`src/rtl/anita3_event_writer.sv`:
```
// anita3_event_writer: serialises one trigger record per handshake into the ping-pong event RAM.
// Define CHECKSUM_EN to append an XOR checksum word after the NUM_WORDS header words.
module anita3_event_writer #(
    parameter int unsigned NUM_WORDS = 8
) (
    input  logic        clk33_i,
    input  logic        rst_n_i,
    input  logic        evt_valid_i,
    output logic        evt_ready_o,
    input  logic [31:0] evt_num_i,
    input  logic [31:0] evt_time_i,
    input  logic [15:0] evt_pps_i,
    input  logic [15:0] evt_pattern_i,
    input  logic [1:0]  buffer_active_i,
    output logic [7:0]  event_wr_addr_o,
    output logic [15:0] event_wr_dat_o,
    output logic        event_wr_o,
    output logic        event_done_o,
    output logic [1:0]  write_buffer_o,
    output logic        busy_o
);

    typedef enum logic [1:0] {IDLE, CHECK, WRITE, DONE} state_t;

`ifdef CHECKSUM_EN
    localparam int unsigned LEN      = NUM_WORDS + 1;
    localparam logic [5:0]  CSUM_IDX = 6'(NUM_WORDS);
`else
    localparam int unsigned LEN      = NUM_WORDS;
`endif
    localparam logic [5:0]  LAST_IDX = 6'(LEN - 1);

    state_t      state_q, state_d;
    logic        wr_buf_q, wr_buf_d;
    logic [5:0]  word_idx_q, word_idx_d;
    logic [15:0] wait_cnt_q, wait_cnt_d;
    logic [31:0] num_q, num_d;
    logic [31:0] time_q, time_d;
    logic [15:0] pps_q, pps_d;
    logic [15:0] pat_q, pat_d;
    logic        wr_q, wr_d;
    logic        done_q, done_d;
    logic [7:0]  addr_q, addr_d;
    logic [15:0] dat_q, dat_d;
`ifdef CHECKSUM_EN
    logic [15:0] csum_q, csum_d;
`endif

    logic [5:0]  sel_idx;
    logic [15:0] sel_word;

    // Outputs are registered, so the word selected here is the one presented next cycle.
    assign sel_idx = (state_q == WRITE) ? word_idx_q + 6'd1 : 6'd0;

    always_comb begin
        sel_word = '0;
        case (sel_idx)
            6'd0:    sel_word = {8'hE0, 7'd0, wr_buf_q};
            6'd1:    sel_word = num_q[31:16];
            6'd2:    sel_word = num_q[15:0];
            6'd3:    sel_word = time_q[31:16];
            6'd4:    sel_word = time_q[15:0];
            6'd5:    sel_word = pps_q;
            6'd6:    sel_word = pat_q;
            6'd7:    sel_word = wait_cnt_q;
            default: sel_word = '0;
        endcase
    end

    always_comb begin
        state_d    = state_q;
        wr_buf_d   = wr_buf_q;
        word_idx_d = word_idx_q;
        wait_cnt_d = wait_cnt_q;
        num_d      = num_q;
        time_d     = time_q;
        pps_d      = pps_q;
        pat_d      = pat_q;
        wr_d       = 1'b0;
        done_d     = 1'b0;
        addr_d     = '0;
        dat_d      = '0;
`ifdef CHECKSUM_EN
        csum_d     = csum_q;
`endif
        case (state_q)
            IDLE: begin
                if (evt_valid_i) begin
                    num_d      = evt_num_i;
                    time_d     = evt_time_i;
                    pps_d      = evt_pps_i;
                    pat_d      = evt_pattern_i;
                    wait_cnt_d = '0;
                    state_d    = CHECK;
                end
            end
            CHECK: begin
                if (!buffer_active_i[wr_buf_q]) begin
                    state_d    = WRITE;
                    word_idx_d = '0;
                    wr_d       = 1'b1;
                    addr_d     = {1'b0, wr_buf_q, 6'd0};
                    dat_d      = sel_word;
`ifdef CHECKSUM_EN
                    csum_d     = sel_word;
`endif
                end else if (wait_cnt_q != '1) begin
                    wait_cnt_d = wait_cnt_q + 16'd1;
                end
            end
            WRITE: begin
                if (word_idx_q == LAST_IDX) begin
                    state_d = DONE;
                    done_d  = 1'b1;
                    addr_d  = {1'b0, wr_buf_q, 6'd0};
                end else begin
                    word_idx_d = sel_idx;
                    wr_d       = 1'b1;
                    addr_d     = {1'b0, wr_buf_q, sel_idx};
`ifdef CHECKSUM_EN
                    // csum_q already covers every word up to the one on the bus now.
                    if (sel_idx == CSUM_IDX) begin
                        dat_d = csum_q;
                    end else begin
                        dat_d  = sel_word;
                        csum_d = csum_q ^ sel_word;
                    end
`else
                    dat_d = sel_word;
`endif
                end
            end
            DONE: begin
                state_d  = IDLE;
                wr_buf_d = ~wr_buf_q;
            end
            default: state_d = IDLE;
        endcase
    end

    always_ff @(posedge clk33_i or negedge rst_n_i) begin
        if (!rst_n_i) begin
            state_q    <= IDLE;
            wr_buf_q   <= 1'b0;
            word_idx_q <= '0;
            wait_cnt_q <= '0;
            num_q      <= '0;
            time_q     <= '0;
            pps_q      <= '0;
            pat_q      <= '0;
            wr_q       <= 1'b0;
            done_q     <= 1'b0;
            addr_q     <= '0;
            dat_q      <= '0;
`ifdef CHECKSUM_EN
            csum_q     <= '0;
`endif
        end else begin
            state_q    <= state_d;
            wr_buf_q   <= wr_buf_d;
            word_idx_q <= word_idx_d;
            wait_cnt_q <= wait_cnt_d;
            num_q      <= num_d;
            time_q     <= time_d;
            pps_q      <= pps_d;
            pat_q      <= pat_d;
            wr_q       <= wr_d;
            done_q     <= done_d;
            addr_q     <= addr_d;
            dat_q      <= dat_d;
`ifdef CHECKSUM_EN
            csum_q     <= csum_d;
`endif
        end
    end

    assign evt_ready_o     = (state_q == IDLE);
    assign busy_o          = (state_q != IDLE);
    assign write_buffer_o  = {1'b0, wr_buf_q};
    assign event_wr_o      = wr_q;
    assign event_done_o    = done_q;
    assign event_wr_addr_o = addr_q;
    assign event_wr_dat_o  = dat_q;

endmodule

```
`config.mk`:
```
export PLATFORM = sky130hd
export DESIGN_NAME = anita3_event_writer
export DESIGN_NICKNAME = d
export VERILOG_FILES = /design/src/rtl/anita3_event_writer.sv
export SDC_FILE = /design/constraint.sdc
export NUM_CORES = 1
export LEC_CHECK = 0
export CAP_MARGIN = 20
export CORE_MARGIN = 2
export CORE_UTILIZATION = 25
export DETAILED_ROUTE_END_ITERATION = 10
export SETUP_SLACK_MARGIN = 0.05
export SYNTH_ARGS = -nofsm -noshare
export SYNTH_HDL_FRONTEND = slang
export SYNTH_SLANG_ARGS = --single-unit
```
`constraint.sdc`:
```
create_clock -name clk33_i -period 4.5 [get_ports clk33_i]
set_input_delay 0.9 -clock clk33_i [delete_from_list [all_inputs] [get_ports clk33_i]]
set_output_delay 0.9 -clock clk33_i [all_outputs]
set_load 0.03 [all_outputs]
```
==> results of run 1 <==
routing by layer:
layer  wire length (um)  global-route usage  up-vias
met4                 36              0.0282        0
met2               9050               0.212      123
met5                  0                   0        -
li1                   -                   -     2320
met3                889              0.0344        2
met1               8840               0.186     2470
area by class of cell:
type	instances	area (um2)
clock inverter	13	126
clock buffer	18	439
sequential	146	3650
tap	341	427
inverter	7	26.3
fill	2683	17900
timing repair buffer	137	1350
multi-input combinational	373	3070
cell usage after synthesis, types with 5 or more instances:
cell type / count
dfrtp_1: 146
mux2_2: 98
nand2_1: 39
mux2i_1: 33
nor2_1: 24
clkbuf_1: 19
nand3_1: 15
buf_2: 13
o21ai_0: 12
o22ai_1: 10
a21oi_1: 9
a22oi_1: 9
a22o_1: 8
ha_1: 7
inv_1: 7
xnor2_1: 7
xor2_1: 7
a222oi_1: 6
a32o_1: 6
nor3_1: 6
nor3_2: 6
o32ai_1: 6
nand2b_1: 5
nand4_1: 5
final timing paths:
kind | end | slack, ns
max | event_wr_dat_o[6] | 1.39
min | event_wr_addr_o[6] | 0.45
max reg2reg | event_wr_dat_o[6] | 1.39
min reg2reg | pat_q[15] | 0.50
max in group asynchronous | num_q[15] | 2.98
min in group clk33_i | pat_q[15] | 0.50
layout by cell type, fill, tap and decap left out, types with 7 or more instances in the layout:
cell             synthesis  layout
a22o_1                   8       8
nor2_1                  24      24
a21oi_1                  9       9
mux2_2                  98      98
o22ai_1                 10      10
a22oi_1                  9       9
xnor2_1                  7       7
nand2_1                 39      38
clkdlybuf4s50_1          0     127
o21ai_0                 12      12
dfrtp_1                146     145
inv_1                    7       7
ha_1                     7       7
mux2i_1                 33      33
buf_4                    3       9
nand3_1                 15      15
xor2_1                   7       7
clkbuf_16                0      17
through the flow:
step	power [mW]	instances	area, um2
2_1_floorplan	3.55	566	6910
3_3_place_gp	4.23	1004	8530
3_5_place_dp	4.26	1004	8530
4_1_cts	5.64	1035	9090
5_1_grt	5.92	1035	9090
6_report	5.57	1035	9090
critical path, cell delays in order, from the launching register on:
cell,delay (ns)
dfrtp_1,0.50
ha_1,0.42
nand2_1,0.19
o41ai_1,0.67
nand2_1,0.13
nor2_2,0.53
a22oi_1,0.26
a211oi_1,0.29
kinds of logic (layout without fill, tap and decap cells):
group                      count (synthesis)  in the layout
AOI/OAI and AO/OA                         98             98
DFF                                      146            146
xor gates and xnor gates                  14             14
muxes                                    131            131
and+or+nand+nor                          121            121
adders and majority gates                  7              7
other                                      1              2
buffers and inverters                     47            175
power by group:
| part | leakage, nW | internal, mW | switching (mW) | total, mW |
|---|---|---|---|---|
| clock network | 0.266 | 0.779 | 0.586 | 1.37 |
| registers | 1.82 | 1.83 | 0.299 | 2.13 |
| logic | 1.56 | 0.989 | 1.09 | 2.08 |
flip-flops by register name, indices dropped and copies added, names as in the netlist:
register         cells
time_q              32
state_q              2
pps_q               16
word_idx_q           6
wr_buf_q             1
pat_q               16
event_wr_addr_o      7
wait_cnt_q          16
num_q               32
event_wr_dat_o      16
event_done_o         1
event_wr_o           1
==> impl_metrics.py, run 1 <==
metrics = {
    "status": {
        "status": "completed",
    },
    "clock_network": {
        "post_cts_resized": 0,
        "clkTransAtPathRegs_ns": 0.06,
        "htreeDepth": 4,
        "clockBufferDepth": 2,
        "cts_setup_buffers": 0,
        "cts_root_buf": "clkbuf_16",
        "cts_sinks": 146,
        "cts_tree": "built",
        "cts_buffers": 17,
        "cts_hold_buf": 0,
        "insertion_delay_ns": 0.43,
    },
    "synthesis": {
        "syn_area_mm2": 0.00691,
        "synth_area_leaders": "dfrtp_1, mux2_2, mux2i_1",
        "avgSynthCellArea_um2": 12.2,
        "syn_inst": 565,
        "synth-simple-area-share": 0.0900,
        "synth_mux_area_frac": 0.208,
        "ys.flop_type": "dfrtp_1",
        "synth_xor_area_frac": 0.0177,
        "synthArstFlopShare": 1.00,
        "synth-compound-area-share": 0.112,
        "synth_top_family_by_area": "multiplexers",
        "synthAdderAreaFrac": 0.0127,
        "ys.warnings.count": 0,
        "synth-edff-count": 0,
        "yosysTopAreaCell": "dfrtp_1",
        "ys_seq_elements": 146,
        "synth-seq-area-share": 0.529,
        "yosysTopAreaCellShare": 0.529,
        "yosysUniqueCellTypes": 61,
    },
    "run": {
        "cap_violations": 0,
    },
    "critical_path": {
        "reg2reg_depth": 7,
        "crit_start": "word_idx_q[1]",
        "cp.arrival_ns": 3.42,
        "path_class": "reg2reg",
        "reg2reg_from": "word_idx_q[1]",
        "endpoint_kind": "flip-flop",
        "critPathLaunchType": "flip-flop",
        "critPathMaxFanout": 15,
        "worstPathRequired_ns": 4.81,
    },
    "placement": {
        "dp_slack_ns": 1.12,
        "hpwl_mm": 13.6,
        "port_buffers": 128,
        "gp_congestion": 0.836,
    },
    "timing": {
        "slew_violations": 0,
        "maxClockFrequency_mhz": 322,
        "fin_ws_ns": 1.39,
        "setup_viol_count_final": 0,
        "fin_tns_setup_ns": 0,
        "max_slew_margin": 0.391,
        "worst-slew-pin-transition_ns": 0.904,
        "fin_crit_sh": 0.691,
        "hold_viol": 0,
        "period_needed_ns": 3.11,
        "skew_ns": 0.0251,
        "rsz0062_at_grt": "no",
        "whs_ns": 0.453,
    },
    "detailed_routing": {
        "via_per_inst": 4.75,
        "antenna_left": 0,
        "post_drt_wl_per_cell_um": 18.2,
        "first_pass_iters": 5,
        "routed_wl_mm": 18.8,
        "vias": 4915,
        "drcViolationCount": 0,
        "dr.first_iter.drc_count": 244,
    },
    "floorplanning": {
        "initial_core_util": 0.256,
        "core_area_mm2": 0.0270,
        "placement_rows": 60,
        "die_y_um": 170,
        "ios": 131,
        "die_w_um": 170,
        "dieArea_mm2": 0.0290,
    },
    "grt": {
        "grt_antenna_before_repair": 0,
        "grt_pass1_vias": 5117,
        "grt_overflow_total": 0,
        "grt_pass1_wl_mm": 29.2,
        "grtUsageTotal": 0.134,
        "grt_max_degree": 87,
    },
    "final_layout": {
        "finalNetCount": 790,
        "fin_util": 0.336,
        "drive_gt1_frac": 0.231,
        "antenna-diode-count": 0,
        "area_growth_pct": 31.6,
    },
    "pwr": {
        "peakVddDrop_uv": 276,
        "p_leak_nw": 3.65,
        "p_per_area_mw_per_mm2": 613,
    },
    "min_path": {
        "min_path_type": "in2async",
    },
}
Power figures use the tool's default switching activity.
==> run 2: changes to the inputs <==
==> constraint.sdc (replaced) <==
create_clock -name clk33_i -period 3.2 [get_ports clk33_i]
set_input_delay 0.64 -clock clk33_i [delete_from_list [all_inputs] [get_ports clk33_i]]
set_output_delay 0.64 -clock clk33_i [all_outputs]
set_load 0.03 [all_outputs]
==> impl_metrics.py, run 2 (synthesis results as in run 1) <==
metrics = {
    "timing": {
        "maxClockFrequency_mhz": 362,
        "rsz0062_at_grt": "no",
        "skew_ns": 0.0105,
        "fin_tns_setup_ns": 0,
        "hold_viol": 0,
        "period_needed_ns": 2.76,
        "fin_crit_sh": 0.864,
        "whs_ns": 0.204,
        "max_slew_margin": 0.446,
        "slew_violations": 0,
        "setup_viol_count_final": 0,
        "worst-slew-pin-transition_ns": 0.822,
    },
    "grt": {
        "grt_max_degree": 63,
        "grt_overflow_total": 0,
        "grtUsageTotal": 0.137,
        "grt_pass1_vias": 5027,
        "grt_pass1_wl_mm": 29.6,
        "grt_antenna_before_repair": 0,
    },
    "critical_path": {
        "path_delay_family": "compound AO/OA/AOI/OAI gates",
        "cp_num_buf_inv": 1,
        "path_cells": "buf_4 -> nand2_1 -> a21oi_1 -> o22a_1 -> o22ai_1 -> a22oi_1 -> a211oi_1",
        "critPathLaunchType": "flip-flop",
        "path_class": "reg2reg",
        "cpPeakStageDelay_ns": 0.58,
        "cp.arrival_ns": 3.05,
        "reg2reg_depth": 7,
        "worstPathRequired_ns": 3.49,
        "critPathMaxFanout": 36,
        "crit_slowest_cell": "o22a_1",
        "endpoint_kind": "flip-flop",
        "path_depth": 7,
    },
    "placement": {
        "hpwl_mm": 14.2,
        "gp_congestion": 0.861,
        "dp.cells": 1010,
        "place_area_mm2": 0.00859,
        "port_buffers": 128,
    },
    "status": {
        "status": "completed",
    },
    "floorplanning": {
        "die_w_um": 170,
        "initial_core_util": 0.256,
        "die_y_um": 170,
        "core_area_mm2": 0.0270,
        "ios": 131,
        "dieArea_mm2": 0.0290,
        "placement_rows": 60,
    },
    "final_layout": {
        "layout_commonest_cell": "dfrtp_1",
        "area_growth_pct": 33.3,
        "top_regs": "num_q (32), time_q (32)",
        "finalNetCount": 796,
        "final_area_mm2": 0.00921,
        "fin_cells": 1041,
        "antenna-diode-count": 0,
        "drive_gt1_frac": 0.237,
        "mostFrequentLayoutCells": "dfrtp_1, clkdlybuf4s50_1, mux2_2",
    },
    "clock_network": {
        "cts_sinks": 146,
        "cts_tree": "built",
        "clkTransAtPathRegs_ns": 0.06,
        "cts_buffers": 17,
        "cts_hold_buf": 0,
        "post_cts_resized": 0,
        "insertion_delay_ns": 0.42,
        "htreeDepth": 4,
        "cts_root_buf": "clkbuf_16",
        "clockBufferDepth": 2,
        "cts_setup_buffers": 0,
    },
    "detailed_routing": {
        "routed_wl_mm": 19.5,
        "first_pass_iters": 5,
        "post_drt_wl_per_cell_um": 18.8,
        "dr.first_iter.drc_count": 360,
        "antenna_left": 0,
        "via_per_inst": 4.78,
        "drcViolationCount": 0,
        "vias": 4972,
    },
    "pwr": {
        "peakVddDrop_uv": 357,
        "p_leak_nw": 3.71,
        "p_per_area_mw_per_mm2": 882,
    },
    "min_path": {
        "min_path_type": "in2async",
    },
    "run": {
        "cap_violations": 0,
    },
}
run 2: cell count changes in the layout (fill, tap and decap cells not counted):
cell	change
inv_6	-1
bufinv_16	+2
buf_4	+5
inv_8	+2
clkinvlp_4	-1
clkinv_4	-2
clkbuf_8	+1
buf_12	+1
clkinv_2	-1
run 2: worst paths after layout:
kind,start,to,slack [ns]
worst max-delay path,word_idx_q[0],event_wr_dat_o[6],0.44
worst min-delay path,rst_n_i,event_wr_addr_o[6],0.20
worst max register to register,word_idx_q[0],event_wr_dat_o[6],0.44
worst min register to register,num_q[9],num_q[9],0.51
max in group asynchronous,rst_n_i,pat_q[15],2.23
min in group clk33_i,num_q[9],num_q[9],0.51
run 2: layer usage:
layer,routed length (um),global-route usage
met2,9410,0.220
met4,187,0.0327
met1,8870,0.188
met5,0,0
met3,1070,0.0316
run 2: stage by stage:
stage / setup WS, ns / util / power, mW
6_report: 0.437 / 0.341 / 8.12
5_1_grt: 0.223 / 0.341 / 8.59
4_1_cts: 0.453 / 0.341 / 8.19
3_5_place_dp: 0.472 / 0.318 / 6.06
3_3_place_gp: 0.506 / 0.318 / 6.00
2_1_floorplan: 0.942 / - / 4.99
run 2: area by class of cell:
type | count | area [um2]
fillers | 2689 | 17800
well taps | 341 | 427
flip-flops and latches | 146 | 3650
clock inverters | 12 | 170
inverters | 7 | 26.3
multi-input cells | 373 | 3070
repair buffers | 143 | 1410
clock buffers | 19 | 453
run 2: power breakdown:
part | switching [mW] | internal (mW)
registers | 0.450 | 2.58
clock network | 0.835 | 1.28
logic | 1.56 | 1.42
==> run 3: changes to the inputs <==
==> constraint.sdc (replaced) <==
create_clock -name clk33_i -period 3.2 [get_ports clk33_i]
set_input_delay 0.64 -clock clk33_i [delete_from_list [all_inputs] [get_ports clk33_i]]
set_output_delay 0.64 -clock clk33_i [all_outputs]
set_load 0.1 [all_outputs]
==> impl_metrics.py, run 3 (synthesis results as in run 1) <==
metrics = {
    "status": {
        "status": "completed",
    },
    "floorplanning": {
        "ios": 131,
        "die_w_um": 170,
        "initial_core_util": 0.256,
        "core_area_mm2": 0.0270,
        "die_y_um": 170,
        "dieArea_mm2": 0.0290,
        "placement_rows": 60,
    },
    "final_layout": {
        "mostFrequentLayoutCells": "dfrtp_1, clkdlybuf4s50_1, mux2_2",
        "layout_commonest_cell": "dfrtp_1",
        "finalNetCount": 794,
        "drive_gt1_frac": 0.276,
        "area_growth_pct": 31.3,
        "top_regs": "num_q (32), time_q (32)",
        "final_area_mm2": 0.00907,
        "fin_util": 0.336,
        "antenna-diode-count": 0,
    },
    "timing": {
        "worst-slew-pin-transition_ns": 0.796,
        "fin_ws_ns": 0.462,
        "maxClockFrequency_mhz": 365,
        "skew_ns": 0.0121,
        "fin_tns_setup_ns": 0,
        "slew_violations": 0,
        "max_slew_margin": 0.464,
        "setup_viol_count_final": 0,
        "period_needed_ns": 2.74,
        "rsz0062_at_grt": "no",
        "hold_viol": 0,
        "fin_crit_sh": 0.856,
    },
    "clock_network": {
        "cts_sinks": 146,
        "cts_root_buf": "clkbuf_16",
        "cts_buffers": 17,
        "insertion_delay_ns": 0.43,
        "post_cts_resized": 0,
        "clockBufferDepth": 2,
        "cts_setup_buffers": 0,
        "clkTransAtPathRegs_ns": 0.07,
        "htreeDepth": 4,
        "cts_hold_buf": 0,
        "cts_tree": "built",
    },
    "critical_path": {
        "path_class": "reg2reg",
        "worstPathRequired_ns": 3.53,
        "critPathLaunchType": "flip-flop",
        "reg2reg_from": "word_idx_q[0]",
        "critPathMaxFanout": 14,
        "cp.arrival_ns": 3.06,
        "endpoint_kind": "flip-flop",
        "crit_start": "word_idx_q[0]",
    },
    "pwr": {
        "p_leak_nw": 3.73,
        "peakVddDrop_uv": 374,
        "p_per_area_mw_per_mm2": 913,
    },
    "detailed_routing": {
        "vias": 4992,
        "drcViolationCount": 0,
        "first_pass_iters": 4,
        "post_drt_wl_per_cell_um": 18.5,
        "dr.first_iter.drc_count": 294,
        "antenna_left": 0,
        "routed_wl_mm": 19.2,
        "via_per_inst": 4.80,
    },
    "grt": {
        "met2_usage": 0.212,
        "grt_pass1_wl_mm": 29.1,
        "grt_overflow_total": 0,
        "grt_pass1_vias": 4981,
        "use_met1": 0.182,
        "grt_antenna_before_repair": 0,
        "grtUsageTotal": 0.134,
        "grt_util_met3": 0.0328,
        "grt_max_degree": 98,
        "busiest_layer": "met2",
    },
    "placement": {
        "gp_congestion": 0.832,
        "place_area_mm2": 0.00851,
        "dp_slack_ns": 0.502,
        "port_buffers": 128,
        "hpwl_mm": 13.7,
    },
    "min_path": {
        "min_path_type": "in2async",
    },
    "run": {
        "cap_violations": 0,
    },
}
## run 3: cell types whose count changed in the layout (fill, tap and decap cells not counted)
cell,previous run,this run
buf_12,1,2
buf_4,14,39
bufinv_16,3,0
clkbuf_8,2,1
clkdlybuf4s50_1,127,99
clkinv_2,0,2
clkinv_4,1,0
inv_6,3,6
inv_8,2,3
## run 3: metal layers
metal	vias up	routed length, um	share of wire
li1	2325	-	-
met1	2504	8830	0.46
met2	146	9210	0.48
met3	17	917	0.048
met4	0	252	0.013
met5	-	0	0
## run 3: report_power, final
group / internal, mW / switching (mW)
clock: 1.04 / 0.864
combinational: 1.40 / 1.97
sequential: 2.57 / 0.441
## run 3: critical path, stage by stage, from the launching register on
cell and delay [ns]:
dfrtp_2 0.53, ha_1 0.37, nand2_1 0.17, o41ai_1 0.54, nand2b_1 0.20, and2_1 0.21, o22a_2 0.21, buf_4 0.21
a211oi_1 0.18
## run 3: area by class of cell
cell class                      count  area, um2
Fill cell                        2708      18000
Tap cell                          341        427
Sequential cell                   146       3650
Inverter                            7       26.3
Multi-Input combinational cell    373       3070
Timing Repair Buffer              141       1340
Clock buffer                       18        439
Clock inverter                     14        119
## run 3: through the flow
| stage | cells | power [mW] | hold WS (ns) |
|---|---|---|---|
| 5_1_grt | 1040 | 8.74 | 0.248 |
| 6_report | 1040 | 8.28 | 0.212 |
| 3_3_place_gp | 1008 | 6.36 | 0.487 |
| 4_1_cts | 1040 | 8.36 | 0.231 |
| 3_5_place_dp | 1008 | 6.43 | 0.493 |
| 2_1_floorplan | 566 | 5.38 | 0.344 |
## run 3: final timing paths
kind / endpoint / slack [ns] / cells after the start
worst min-delay path: event_wr_addr_o[6] / 0.21 / 1
worst max register to register: event_wr_dat_o[1] / 0.46 / 8
min in group clk33_i: time_q[16] / 0.50 / 1
max in group asynchronous: wait_cnt_q[5] / 2.12 / 2
worst max-delay path: event_wr_dat_o[1] / 0.46 / 8
worst min register to register: time_q[16] / 0.50 / 1
